[config.mk]
export PLATFORM = sky130hd
export DESIGN_NAME = image_downsampler
export DESIGN_NICKNAME = d
export VERILOG_FILES = /design/src/rtl/image_downsampler.sv
export SDC_FILE = /design/constraint.sdc
export NUM_CORES = 1
export LEC_CHECK = 0
export ABC_AREA = 0
export BUFFER_PORTS_ARGS = -buffer_cell sky130_fd_sc_hd__buf_2
export CAP_MARGIN = 15
export CORE_MARGIN = 2
export CORE_UTILIZATION = 60
export DETAILED_ROUTE_END_ITERATION = 8
export PLACE_DENSITY = 0.86
export SETUP_SLACK_MARGIN = 0.3
export SYNTH_ARGS = -nofsm -noshare
export SYNTH_HDL_FRONTEND = slang
export SYNTH_SLANG_ARGS = --single-unit
[constraint.sdc]
create_clock -name clk -period 4.2 [get_ports clk]
set_clock_uncertainty 0.1 [all_clocks]
set_input_delay 0.21 -clock clk [delete_from_list [all_inputs] [get_ports clk]]
set_output_delay 0.21 -clock clk [all_outputs]
set_load 0.01 [all_outputs]
[src/rtl/image_downsampler.sv]
// image_downsampler: 2x2 block pooling of an IMG_W x IMG_H 8-bit image read from a source RAM
// with RD_LAT read latency. Define DS_MAX_POOL_EN for max pooling instead of the rounded average.
module image_downsampler #(
  parameter int IMG_W  = 256,
  parameter int IMG_H  = 256,
  parameter int RD_LAT = 2
) (
  input  logic        clk,
  input  logic        rst_n,
  input  logic        write_done,
  output logic [15:0] dram_addr,
  input  logic [7:0]  dram_q,
  output logic [15:0] res_addr,
  output logic [7:0]  res_data,
  output logic        res_wen,
  output logic        busy,
  output logic        retrieve_image
);

  typedef enum logic [2:0] {IDLE, READ, DRAIN, WRITE, DONE} state_t;

  localparam logic [7:0] LAST_BJ   = 8'(IMG_W / 2 - 1);
  localparam logic [7:0] LAST_BI   = 8'(IMG_H / 2 - 1);
  localparam logic [2:0] CAP_FIRST = 3'(RD_LAT);
  localparam logic [2:0] CAP_LAST  = 3'(RD_LAT + 3);

`ifdef DS_MAX_POOL_EN
  localparam int ACC_W = 8;

  function automatic logic [ACC_W-1:0] pool_step(input logic [ACC_W-1:0] acc,
                                                 input logic [7:0] s, input logic first);
    if (first || (s > acc)) return s;
    return acc;
  endfunction

  function automatic logic [7:0] pool_final(input logic [ACC_W-1:0] acc);
    return acc;
  endfunction
`else
  localparam int ACC_W = 10;

  function automatic logic [ACC_W-1:0] pool_step(input logic [ACC_W-1:0] acc,
                                                 input logic [7:0] s, input logic first);
    if (first) return {2'b00, s};
    return acc + {2'b00, s};
  endfunction

  // Sum of four bytes plus 2 tops out at 1022, so 10 bits never wrap.
  function automatic logic [7:0] pool_final(input logic [ACC_W-1:0] acc);
    logic [ACC_W-1:0] r;
    r = (acc + 10'd2) >> 2;
    return r[7:0];
  endfunction
`endif

  state_t           state_q, state_d;
  logic [2:0]       cyc_q, cyc_d;
  logic [7:0]       bi_q, bi_d, bj_q, bj_d;
  logic [ACC_W-1:0] acc_q, acc_d, acc_step;
  logic             wd_prev_q, wd_prev_d;
  logic             armed_q, armed_d;
  logic [15:0]      res_addr_q, res_addr_d;
  logic [7:0]       res_data_q, res_data_d;
  logic             res_wen_q, res_wen_d;
  logic             busy_q, busy_d;
  logic             retrieve_q, retrieve_d;
  logic             capture;
  logic [15:0]      rd_row, rd_col, rd_addr;

  // Within a block, cyc_q[1] selects the odd row and cyc_q[0] the odd column.
  always_comb begin
    rd_row  = {7'd0, bi_q, cyc_q[1]};
    rd_col  = {7'd0, bj_q, cyc_q[0]};
    rd_addr = rd_row * 16'(IMG_W) + rd_col;
  end

  assign dram_addr = (state_q == READ) ? rd_addr : 16'd0;

  always_comb begin
    state_d    = state_q;
    cyc_d      = cyc_q;
    bi_d       = bi_q;
    bj_d       = bj_q;
    acc_d      = acc_q;
    wd_prev_d  = write_done;
    armed_d    = armed_q | ~write_done;
    res_addr_d = res_addr_q;
    res_data_d = res_data_q;
    res_wen_d  = 1'b0;
    busy_d     = busy_q;
    retrieve_d = retrieve_q;
    // Sample k arrives RD_LAT cycles after its address, which may overlap the READ phase.
    capture    = ((state_q == READ) || (state_q == DRAIN)) &&
                 (cyc_q >= CAP_FIRST) && (cyc_q <= CAP_LAST);
    acc_step   = pool_step(acc_q, dram_q, cyc_q == CAP_FIRST);
    if (capture) acc_d = acc_step;

    unique case (state_q)
      IDLE: begin
        // armed_q blocks a start from a write_done that was already high at reset release.
        if (write_done && !wd_prev_q && armed_q) begin
          state_d = READ;
          cyc_d   = 3'd0;
          bi_d    = 8'd0;
          bj_d    = 8'd0;
          busy_d  = 1'b1;
        end
      end
      READ: begin
        cyc_d = cyc_q + 3'd1;
        if (cyc_q == 3'd3) state_d = DRAIN;
      end
      DRAIN: begin
        cyc_d = cyc_q + 3'd1;
        if (cyc_q == CAP_LAST) begin
          state_d    = WRITE;
          res_wen_d  = 1'b1;
          res_addr_d = 16'(bi_q) * 16'(IMG_W / 2) + 16'(bj_q);
          res_data_d = pool_final(acc_step);
        end
      end
      WRITE: begin
        cyc_d = 3'd0;
        if ((bi_q == LAST_BI) && (bj_q == LAST_BJ)) begin
          state_d    = DONE;
          busy_d     = 1'b0;
          retrieve_d = 1'b0;
        end else begin
          state_d = READ;
          if (bj_q == LAST_BJ) begin
            bj_d = 8'd0;
            bi_d = bi_q + 8'd1;
          end else begin
            bj_d = bj_q + 8'd1;
          end
        end
      end
      DONE:    state_d = DONE;
      default: state_d = IDLE;
    endcase
  end

  always_ff @(posedge clk or negedge rst_n) begin
    if (!rst_n) begin
      state_q    <= IDLE;
      cyc_q      <= 3'd0;
      bi_q       <= 8'd0;
      bj_q       <= 8'd0;
      acc_q      <= '0;
      wd_prev_q  <= 1'b0;
      armed_q    <= 1'b0;
      res_addr_q <= 16'd0;
      res_data_q <= 8'd0;
      res_wen_q  <= 1'b0;
      busy_q     <= 1'b0;
      retrieve_q <= 1'b1;
    end else begin
      state_q    <= state_d;
      cyc_q      <= cyc_d;
      bi_q       <= bi_d;
      bj_q       <= bj_d;
      acc_q      <= acc_d;
      wd_prev_q  <= wd_prev_d;
      armed_q    <= armed_d;
      res_addr_q <= res_addr_d;
      res_data_q <= res_data_d;
      res_wen_q  <= res_wen_d;
      busy_q     <= busy_d;
      retrieve_q <= retrieve_d;
    end
  end

  assign res_addr       = res_addr_q;
  assign res_data       = res_data_q;
  assign res_wen        = res_wen_q;
  assign busy           = busy_q;
  assign retrieve_image = retrieve_q;

endmodule
==> results.cfg, run 1 <==
[outcome]
outcome = finished, final reports clean

[sta]
slew_headroom = 0.641
setup_viol = 0
tightestPinTransition_ns = 0.535
setup_tns_ns = 0
drv_slew = 0
fmax_mhz = 341
hold_viol = 0
post-route-period-util = 0.698
rsz0062_at_grt = no
min_period_ns = 2.93

[yosys]
synth_fp_nets = 421
yosys-top-cells-area = dfrtp_1 (41%), nand2_1 (7.0%), ha_1 (6.5%)
yosysSeqAreaShare = 0.421
ys_ff_latch = 61
ys_top_cells_by_count = nand2_1 (68), dfrtp_1 (60), nor2_1 (29)
synth_ff_type = dfrtp_1
syn_inst = 390
synth-warning-count = 0
yosysTopAreaCellShare = 0.414
synth.most_common_cell = nand2_1
synth.distinct_cells = 62
synth_area_um2 = 3630
synth_edf_count = 0
async_flop_share = 1.00
avgSynthCellArea_um2 = 9.31
synth_area_leader_cell = dfrtp_1

[placed_design]
port_buffers = 53
dp_cells = 503
gp_congestion = 0.872
dp_hpwl_mm = 5.66

[cts]
cts_buffer_depth = 2
cts_tree = done
cts.sinks = 61
post_cts_buffers = 0
cts_htree_levels = 3
clk_pin_slew_ns = 0.07
numCtsBuffers = 9
ctsRootBufferMaster = clkbuf_8
clock_latency_ns = 0.34

[die]
fp.coreArea_um2 = 5890
ioPinCount = 54
rows = 28
chipWidth_um = 81.8
die_y_um = 81.8
dieArea_um2 = 6690
floorplan.initialDensity = 0.617

[worst_setup_path]
reg2reg_depth = 9
end_kind = flip-flop
max_stage_delay_ns = 0.44
worstPathRequired_ns = 4.33
critical_path.top_delay_family = adder cells
crit_fanout = 3
path_buf_inv = 0
path_class = flip-flop to flip-flop
cp.depth = 9
arrival_ns = 3.06
crit_path_cell_trace = ha_1 > fa_1 > a211oi_1 > nor4_1 > or3_4 > a211oi_4 > nand4_1 > xnor2_1 > mux2_2
crit_path_top_delay_cell = fa_1
cp-start-kind = flip-flop

[power_and_ir_drop]
pwr-share-comb = 0.482
p_int_mw = 1.57
swShare = 0.421
switchingPower_mw = 1.14
powerDensity_nw_per_um2 = 656
clockPowerShare = 0.194
power.leakage_nw = 1.99
peakVddDrop_uv = 372
power_frac_seq = 0.323

[grt]
grt_pass1_wl_mm = 12.8
grt_pass1_vias = 2889
grt_max_degree = 43
overflow = 0
antenna_found_initial = 0
track_usage = 0.253

[drt]
drt-initial-drc-count = 208
ant_nets = 0
post-route-drc-count = 0
vias = 3058
wire_per_inst_um = 15.3
wl_mm = 7.97
first_pass_iters = 4
vias_per_cell = 5.87

[layout]
fin_cells = 521
nNetsFinal = 472
area_delta_synth_final_pct = 13.9
antenna_cells = 0
drive_gt1_frac = 0.213

[job]
drv_cap = 0

[min_path]
hold_class = input port to flip-flop
holdPathStages = 3
flip-flops by register name, indices dropped and copies added, names as in the netlist:
signal,flops
wd_prev_q,1
busy,1
retrieve_image,1
cyc_q,3
acc_q,10
bi_q,8
res_wen,1
state_q,3
res_data,8
res_addr,16
armed_q,1
bj_q,8
cell usage in the layout (no fill, tap or decap), types with 4 or more instances in the layout:
master / netlist / layout
o21ai_0: 28 / 28
nand4_1: 7 / 7
mux2i_1: 4 / 4
nand3_1: 9 / 9
xor2_1: 15 / 15
inv_1: 14 / 14
clkinvlp_4: 0 / 4
nand2_1: 68 / 68
nand3b_1: 4 / 4
nor2_1: 29 / 29
clkbuf_8: 1 / 10
and2_1: 10 / 10
a21o_1: 5 / 5
buf_2: 3 / 53
nand2b_1: 6 / 6
mux2_2: 7 / 7
o31ai_1: 4 / 4
xnor2_1: 11 / 11
or3_1: 8 / 8
dfrtp_1: 60 / 60
a21oi_1: 12 / 12
and3_1: 4 / 4
ha_1: 19 / 19
repair_timing:
item / CTS / global route
hold buffers: 2 / 0
gates resized for setup: 0 / 0
hold endpoints to repair: 21 / 0
metrics by stage:
| stage | instance area (um^2) | hold WS, ns | power [mW] | utilization | setup slack [ns] |
|---|---|---|---|---|---|
| finish | 4130 | 0.0930 | 2.71 | 0.702 | 1.27 |
| global route | 4130 | 0.125 | 2.89 | 0.702 | 1.17 |
| CTS | 4130 | 0.0952 | 2.71 | 0.702 | 1.27 |
| detailed placement | 3910 | 0.0975 | 2.17 | 0.665 | 1.33 |
| global placement | 3910 | 0.0910 | 2.11 | 0.665 | 1.43 |
| floorplan | 3630 | -0.186 | 1.86 | - | 1.53 |
power by group through the flow:
stage | combinational, mW | sequential (mW) | clock (mW)
floorplan | 1.03 | 0.833 | 0
global placement | 1.23 | 0.873 | 0
detailed placement | 1.28 | 0.883 | 0
CTS | 1.30 | 0.873 | 0.531
global route | 1.44 | 0.896 | 0.558
finish | 1.31 | 0.877 | 0.527
area by class of cell:
cell class              instances  area, um^2
fillers                       445        1750
repair buffers                 58         308
inverters                      14        52.6
clock inverters                 5        60.1
well taps                      75        93.8
multi-input cells             297        1950
clock buffers                  11         141
flip-flops and latches         61        1530
routing by layer:
layer  track usage  routed length [um]  vias to the layer above
met4         0.112                 136                        0
li1              -                   -                     1464
met2         0.412                3890                      107
met5             0                   0                        -
met3        0.0615                 489                       17
met1         0.319                3450                     1470
kinds of logic (layout without fill, tap and decap cells):
group,after synthesis,in the layout,synth area share
simple gates,167,167,0.233
buf+inv,32,88,0.0420
xor+xnor,26,26,0.0627
compound gates,71,71,0.128
mux,13,13,0.0427
fa+ha+maj,20,20,0.0710
flops,61,61,0.421
worst min-delay path, stage by stage:
cell	delay, ns
buf_2	0.09
mux2i_1	0.06
o21ai_0	0.14
final timing paths:
check	slack (ns)	end	from
worst max-delay path	1.27	res_data[7]	acc_q[0]
worst min-delay path	0.09	acc_q[0]	dram_q[0]
worst max register to register	1.27	res_data[7]	acc_q[0]
worst min register to register	0.37	res_addr[10]	res_addr[10]
max in group asynchronous	2.84	retrieve_image	rst_n
min in group asynchronous	0.25	acc_q[7]	rst_n
No activity file was read; power rests on OpenSTA's default activity.
==> run 2: changes to the inputs <==
ABC_AREA = 1   (was 0)
CORE_UTILIZATION = 58   (was 60)
PLACE_DENSITY = 0.84   (was 0.86)
clock period = 2.9 ns   (was 4.2 ns; I/O delays follow)
==> run 2 against run 1 <==
Fmax rose by 21%. Total power grew 3.4%. Largest power group is now registers. Via count up 13%. Combinational power down 21%. Sequential power increased by 21%. Register-to-register slack got worse by 0.79 ns. Count of clock-buffer cells in the layout unchanged. Hold slack improved by 0.082 ns. Largest cell class unchanged. Clock power rose by 36%. Synthesized cell count up 28%.
==> results.cfg, run 2 <==
[layout]
layout_commonest_cell = nand2_1
final_cell_mix = nand2_1 (150), inv_1 (63), dfrtp_1 (60)
largest_reg_flops = 16
fillCellCount = 535
area_delta_synth_final_pct = 15.7
antenna_cells = 0
drive_gt1_frac = 0.181
nNetsFinal = 591
final_area_um2 = 4280

[grt]
grt_pass1_vias = 3360
overflow = 0
use_met2 = 0.418
grt_max_degree = 37
track_usage = 0.268
grt_pass1_wl_mm = 15.2
antenna_found_initial = 0
met1_usage = 0.367
gr-usage-met3 = 0.0386
busiest_layer = met2

[sta]
slew_headroom = 0.607
hold_viol = 0
setup_tns_ns = 0
drv_slew = 0
post-route-period-util = 0.836
tightestPinTransition_ns = 0.590
setup_viol = 0
fmax_mhz = 413
rsz0062_at_grt = no
min_period_ns = 2.42
setup_ws_ns = 0.476

[cts]
clock_latency_ns = 0.35
numCtsBuffers = 9
cts_buffer_depth = 2
cts_htree_levels = 3
clk_pin_slew_ns = 0.07
ctsRootBufferMaster = clkbuf_8
cts_tree = done
cts.sinks = 61

[yosys]
synth_area_leader_cell = dfrtp_1
yosys-top-cells-area = dfrtp_1 (41%), nand2_1 (15%), ha_1 (6.4%)
synth-warning-count = 0
synth.most_common_cell = nand2_1
synth_simple_gate_area_frac = 0.311
synth_top_family_by_area = simple AND/OR/NAND/NOR gates
syn_inst = 498
synth_edf_count = 0
ys_ff_latch = 61
synth_compound_area_frac = 0.0978
synth.distinct_cells = 37
synthXorXnorAreaFrac = 0.0237
yosysSeqAreaShare = 0.413
async_flop_share = 1.00
avgSynthCellArea_um2 = 7.42
ys_top_cells_by_count = nand2_1 (151), inv_1 (63), dfrtp_1 (60)
synth_area_um2 = 3700
yosysTopAreaCellShare = 0.406
synth_fa_ha_area_frac = 0.0697
synth_ff_type = dfrtp_1
synth_fp_nets = 529
muxShareOfSynthArea = 0.00271

[worst_setup_path]
path_class = flip-flop to flip-flop
cp-start-kind = flip-flop
end_kind = flip-flop
arrival_ns = 2.57
crit_fanout = 3
worstPathRequired_ns = 3.04

[power_and_ir_drop]
peakVddDrop_uv = 473
powerDensity_nw_per_um2 = 656
power_mw = 2.80
power.leakage_nw = 2.33

[die]
floorplan.initialDensity = 0.592
dieArea_um2 = 7030
rows = 29
die_y_um = 83.8
ioPinCount = 54
fp.coreArea_um2 = 6240
chipWidth_um = 83.8

[drt]
wire_per_inst_um = 13.7
first_pass_iters = 4
drt-initial-drc-count = 223
ant_nets = 0
vias_per_cell = 5.36
wl_mm = 8.78
vias = 3444
post-route-drc-count = 0

[placed_design]
pre_cts_ws_ns = 0.378
dp_hpwl_mm = 6.53
gp_congestion = 0.914
port_buffers = 53
place_area_um2 = 4050

[outcome]
outcome = finished, final reports clean

[min_path]
hold_class = input port to flip-flop

[job]
drv_cap = 0
run 2: changes by cell type after synthesis, moves of 6 or more:
| cell | before | now |
|---|---|---|
| mux2_2 | 7 | 0 |
| inv_1 | 14 | 63 |
| nand2_1 | 68 | 151 |
| xor2_1 | 15 | 9 |
| nand3_1 | 9 | 36 |
| and2_1 | 10 | 0 |
| or3_1 | 8 | 0 |
| nand2b_1 | 6 | 0 |
| nor2_1 | 29 | 48 |
| xnor2_1 | 11 | 1 |
run 2: worst paths after layout:
check | from | to | slack [ns] | cells past startpoint
setup reg to reg | acc_q[0] | res_data[5] | 0.48 | 15
min in group asynchronous | rst_n | acc_q[5] | 0.24 | 2
hold reg to reg | retrieve_image | retrieve_image | 0.35 | 2
hold / removal | dram_q[3] | res_data[1] | 0.17 | 5
setup / recovery | acc_q[0] | res_data[5] | 0.48 | 15
max in group asynchronous | rst_n | res_data[1] | 1.60 | 3
run 2: routing by layer:
metal	vias to the layer above	routed length (um)	share of wire
met1	1591	3920	0.45
met2	104	4100	0.47
met3	24	468	0.053
met5	-	0	0
met4	0	288	0.033
li1	1725	-	-
run 2: per-stage QoR:
step	std cells	hold slack (ns)	utilization
6_report	642	0.175	0.685
5_1_grt	642	0.228	0.685
4_1_cts	642	0.163	0.683
3_5_place_dp	623	0.0817	0.648
3_3_place_gp	623	0.0773	0.648
2_1_floorplan	498	-0.251	-
run 2: area by class of cell:
class,instances,area [um^2],area share
Inverter,67,251,0.0588
Tap cell,77,96.3,0.0225
Sequential cell,61,1530,0.357
Multi-Input combinational cell,360,1880,0.440
Clock buffer,11,151,0.0354
Timing Repair Buffer,61,333,0.0778
Clock inverter,5,35.0,0.00819
run 2: cells by family after synthesis:
logic type                 Yosys count
adders and majority gates           20
AOI/OAI and AO/OA                   62
buffers and inverters               77
muxes                                1
xor gates and xnor gates            10
and+or+nand+nor                    267
DFF                                 61
run 2: power breakdown:
part | leakage (nW) | switching (mW) | total (mW) | internal, mW
combinational | 1.50 | 0.655 | 1.03 | 0.375
clock | 0.0953 | 0.361 | 0.717 | 0.356
sequential | 0.739 | 0.0853 | 1.06 | 0.970
run 2: what timing repair did:
| item | in CTS | in global routing |
|---|---|---|
| resized for setup | 0 | 4 |
| setup buffers | 0 | 0 |
| endpoints found under the setup margin | 0 | 5 |
| hold endpoints to repair | 28 | 0 |
| hold buffers | 3 | 0 |
run 2: worst max-delay path, stage by stage (launching register included):
cell     delay (ns)
dfrtp_1        0.38
ha_2           0.19
fa_2           0.35
or2_2          0.30
nand3_1        0.07
o21a_1         0.17
inv_1          0.06
ha_1           0.22
nand3_2        0.08
inv_1          0.05
nand2_1        0.05
nor2_1         0.06
nand2_1        0.07
nand2_1        0.05
nand3_1        0.07
nand2_1        0.05
==> run 3: changes to the inputs <==
clock period = 2.3 ns   (was 2.9 ns; I/O delays follow)
==> run 3 against run 2 <==
Sequential power grew 26%. Via count grew 9.1%. Critical path depth shrank 3. Count of clock-buffer cells in the layout is the same. Critical endpoint is now res_data[7].
==> results.cfg, run 3 (synthesized netlist as in run 2, its figures left out) <==
[outcome]
outcome = finished, final reports clean

[drt]
vias = 3756
drt-initial-drc-count = 314
wire_per_inst_um = 15.2
first_pass_iters = 5
vias_per_cell = 5.65
wl_mm = 10.1
ant_nets = 0
post-route-drc-count = 0

[cts]
ctsRootBufferMaster = clkbuf_8
cts_tree = done
clock_latency_ns = 0.34
cts_htree_levels = 3
clk_pin_slew_ns = 0.07
cts_buffer_depth = 2
numCtsBuffers = 9
cts.sinks = 61

[min_path]
hold_path_end = acc_q[0]
holdPathStages = 4
hold_class = input port to flip-flop
worstHoldStart = dram_q[0]

[sta]
post-route-period-util = 0.980
rsz0062_at_grt = yes
slew_headroom = 0.479
tightestPinTransition_ns = 0.781
setup_ws_ns = 0.0454
hold_viol = 0
fmax_mhz = 444
setup_viol = 0
setup_tns_ns = 0
min_period_ns = 2.25
drv_slew = 0

[worst_setup_path]
end_kind = flip-flop
crit_fanout = 4
crit_path_top_delay_cell = dfrtp_1
reg2reg_slack_ns = 0.05
rr_endpoint = res_data[7]
path_buf_inv = 0
r2r-start = acc_q[0]
critical_path.top_delay_family = simple AND/OR/NAND/NOR gates
crit_top_cell = nand2_1
arrival_ns = 2.38
cp-start-kind = flip-flop
crit_path_cell_trace = ha_2 > fa_2 > nand2_1 > nand3_1 > nand3_1 > nand2_1 > nand2_1 > nand3_2 > nor2_2 > nand4_1 > nand3_1 > nand2_1
max_stage_delay_ns = 0.38
path_class = flip-flop to flip-flop
worstPathRequired_ns = 2.43
reg2reg_depth = 12

[layout]
final_cell_mix = nand2_1 (132), inv_1 (57), buf_2 (53)
drive_gt1_frac = 0.306
nNetsFinal = 614
layout_commonest_cell = nand2_1
fillCellCount = 392
regArea_um2 = 1540
largest_reg_flops = 16
area_delta_synth_final_pct = 29.0
multi_input_area_um2 = 2170
antenna_cells = 0

[die]
chipWidth_um = 83.8
ioPinCount = 54
rows = 29
floorplan.initialDensity = 0.592
fp.coreArea_um2 = 6240
die_y_um = 83.8
dieArea_um2 = 7030

[power_and_ir_drop]
power.leakage_nw = 2.53
swShare = 0.392
pwr-share-comb = 0.409
p_int_mw = 2.44
powerDensity_nw_per_um2 = 841
peakVddDrop_uv = 642
clockPowerShare = 0.257
power_frac_seq = 0.334
switchingPower_mw = 1.57

[grt]
antenna_found_initial = 0
track_usage = 0.259
overflow = 0
grt_max_degree = 62
grt_pass1_vias = 3258
grt_pass1_wl_mm = 14.7

[placed_design]
dp_hpwl_mm = 6.41
port_buffers = 53
gp_congestion = 0.924
pre_cts_ws_ns = -0.0397

[job]
drv_cap = 0
[run 3: changes by cell type in the layout (fill, tap and decap cells not counted), moves of 7 or more]
cell,previous run,this run
dfrtp_1,60,52
nand3_1,35,28
nand2_2,6,17
nand2_4,0,7
nor2_1,48,41
dfrtp_2,0,8
buf_4,5,25
nand2_1,150,132
o21ai_0,32,25
[run 3: final cells by class]
type                            count  share of cell area
Multi-Input combinational cell    362               0.456
Sequential cell                    61               0.323
Timing Repair Buffer               82               0.104
Inverter                           67              0.0541
Clock buffer                       11              0.0276
Tap cell                           77              0.0202
Clock inverter                      5              0.0157
[run 3: routing by layer]
layer	wire length, um	part of all wire	up-vias	global-route usage
met2	4970	0.49	176	0.417
met4	338	0.033	0	0.0821
met5	0	0	-	0
met3	772	0.076	38	0.0663
met1	4030	0.40	1772	0.345
li1	-	-	1770	-
[run 3: repair_timing]
action | CTS | global route
endpoints found under the hold margin | 63 | 0
resized for setup | 20 | 64
setup endpoints to repair | 33 | 37
hold buffers | 3 | 0
pin swaps | 8 | 13
cloned | 0 | 2
setup buffers | 7 | 10
[run 3: worst max path at each step]
stage / start / to / cells after the start
2_1_floorplan: acc_q[0] / res_data[5] / 15
3_3_place_gp: acc_q[0] / res_data[5] / 15
3_5_place_dp: acc_q[0] / res_data[3] / 9
4_1_cts: acc_q[0] / res_data[5] / 15
5_1_grt: acc_q[0] / res_data[7] / 13
6_report: acc_q[0] / res_data[7] / 12
[run 3: tightest hold or removal path: cells and delay by family]
family | cells | cell delay (ns)
and+or+nand+nor | 1 | 0.04
AOI/OAI and AO/OA | 1 | 0.15
buffers and inverters | 1 | 0.10
adders and majority gates | 1 | 0.15
[run 3: power groups by stage]
stage,clock network [mW],logic (mW),registers (mW)
floorplan,0,0.951,1.35
global placement,0,1.27,1.34
detailed placement,0,1.33,1.35
CTS,1.03,1.45,1.33
global route,1.09,1.82,1.35
finish,1.03,1.64,1.34
[run 3: metrics by stage]
stage / hold WS [ns] / power (mW) / instance area, um^2 / util / std cells
floorplan: -0.281 / 2.31 / 3720 / - / 498
global placement: 0.149 / 2.62 / 4100 / 0.657 / 627
detailed placement: 0.157 / 2.68 / 4100 / 0.657 / 627
CTS: 0.159 / 3.82 / 4460 / 0.715 / 653
global route: 0.170 / 4.27 / 4770 / 0.764 / 665
finish: 0.163 / 4.01 / 4770 / 0.764 / 665
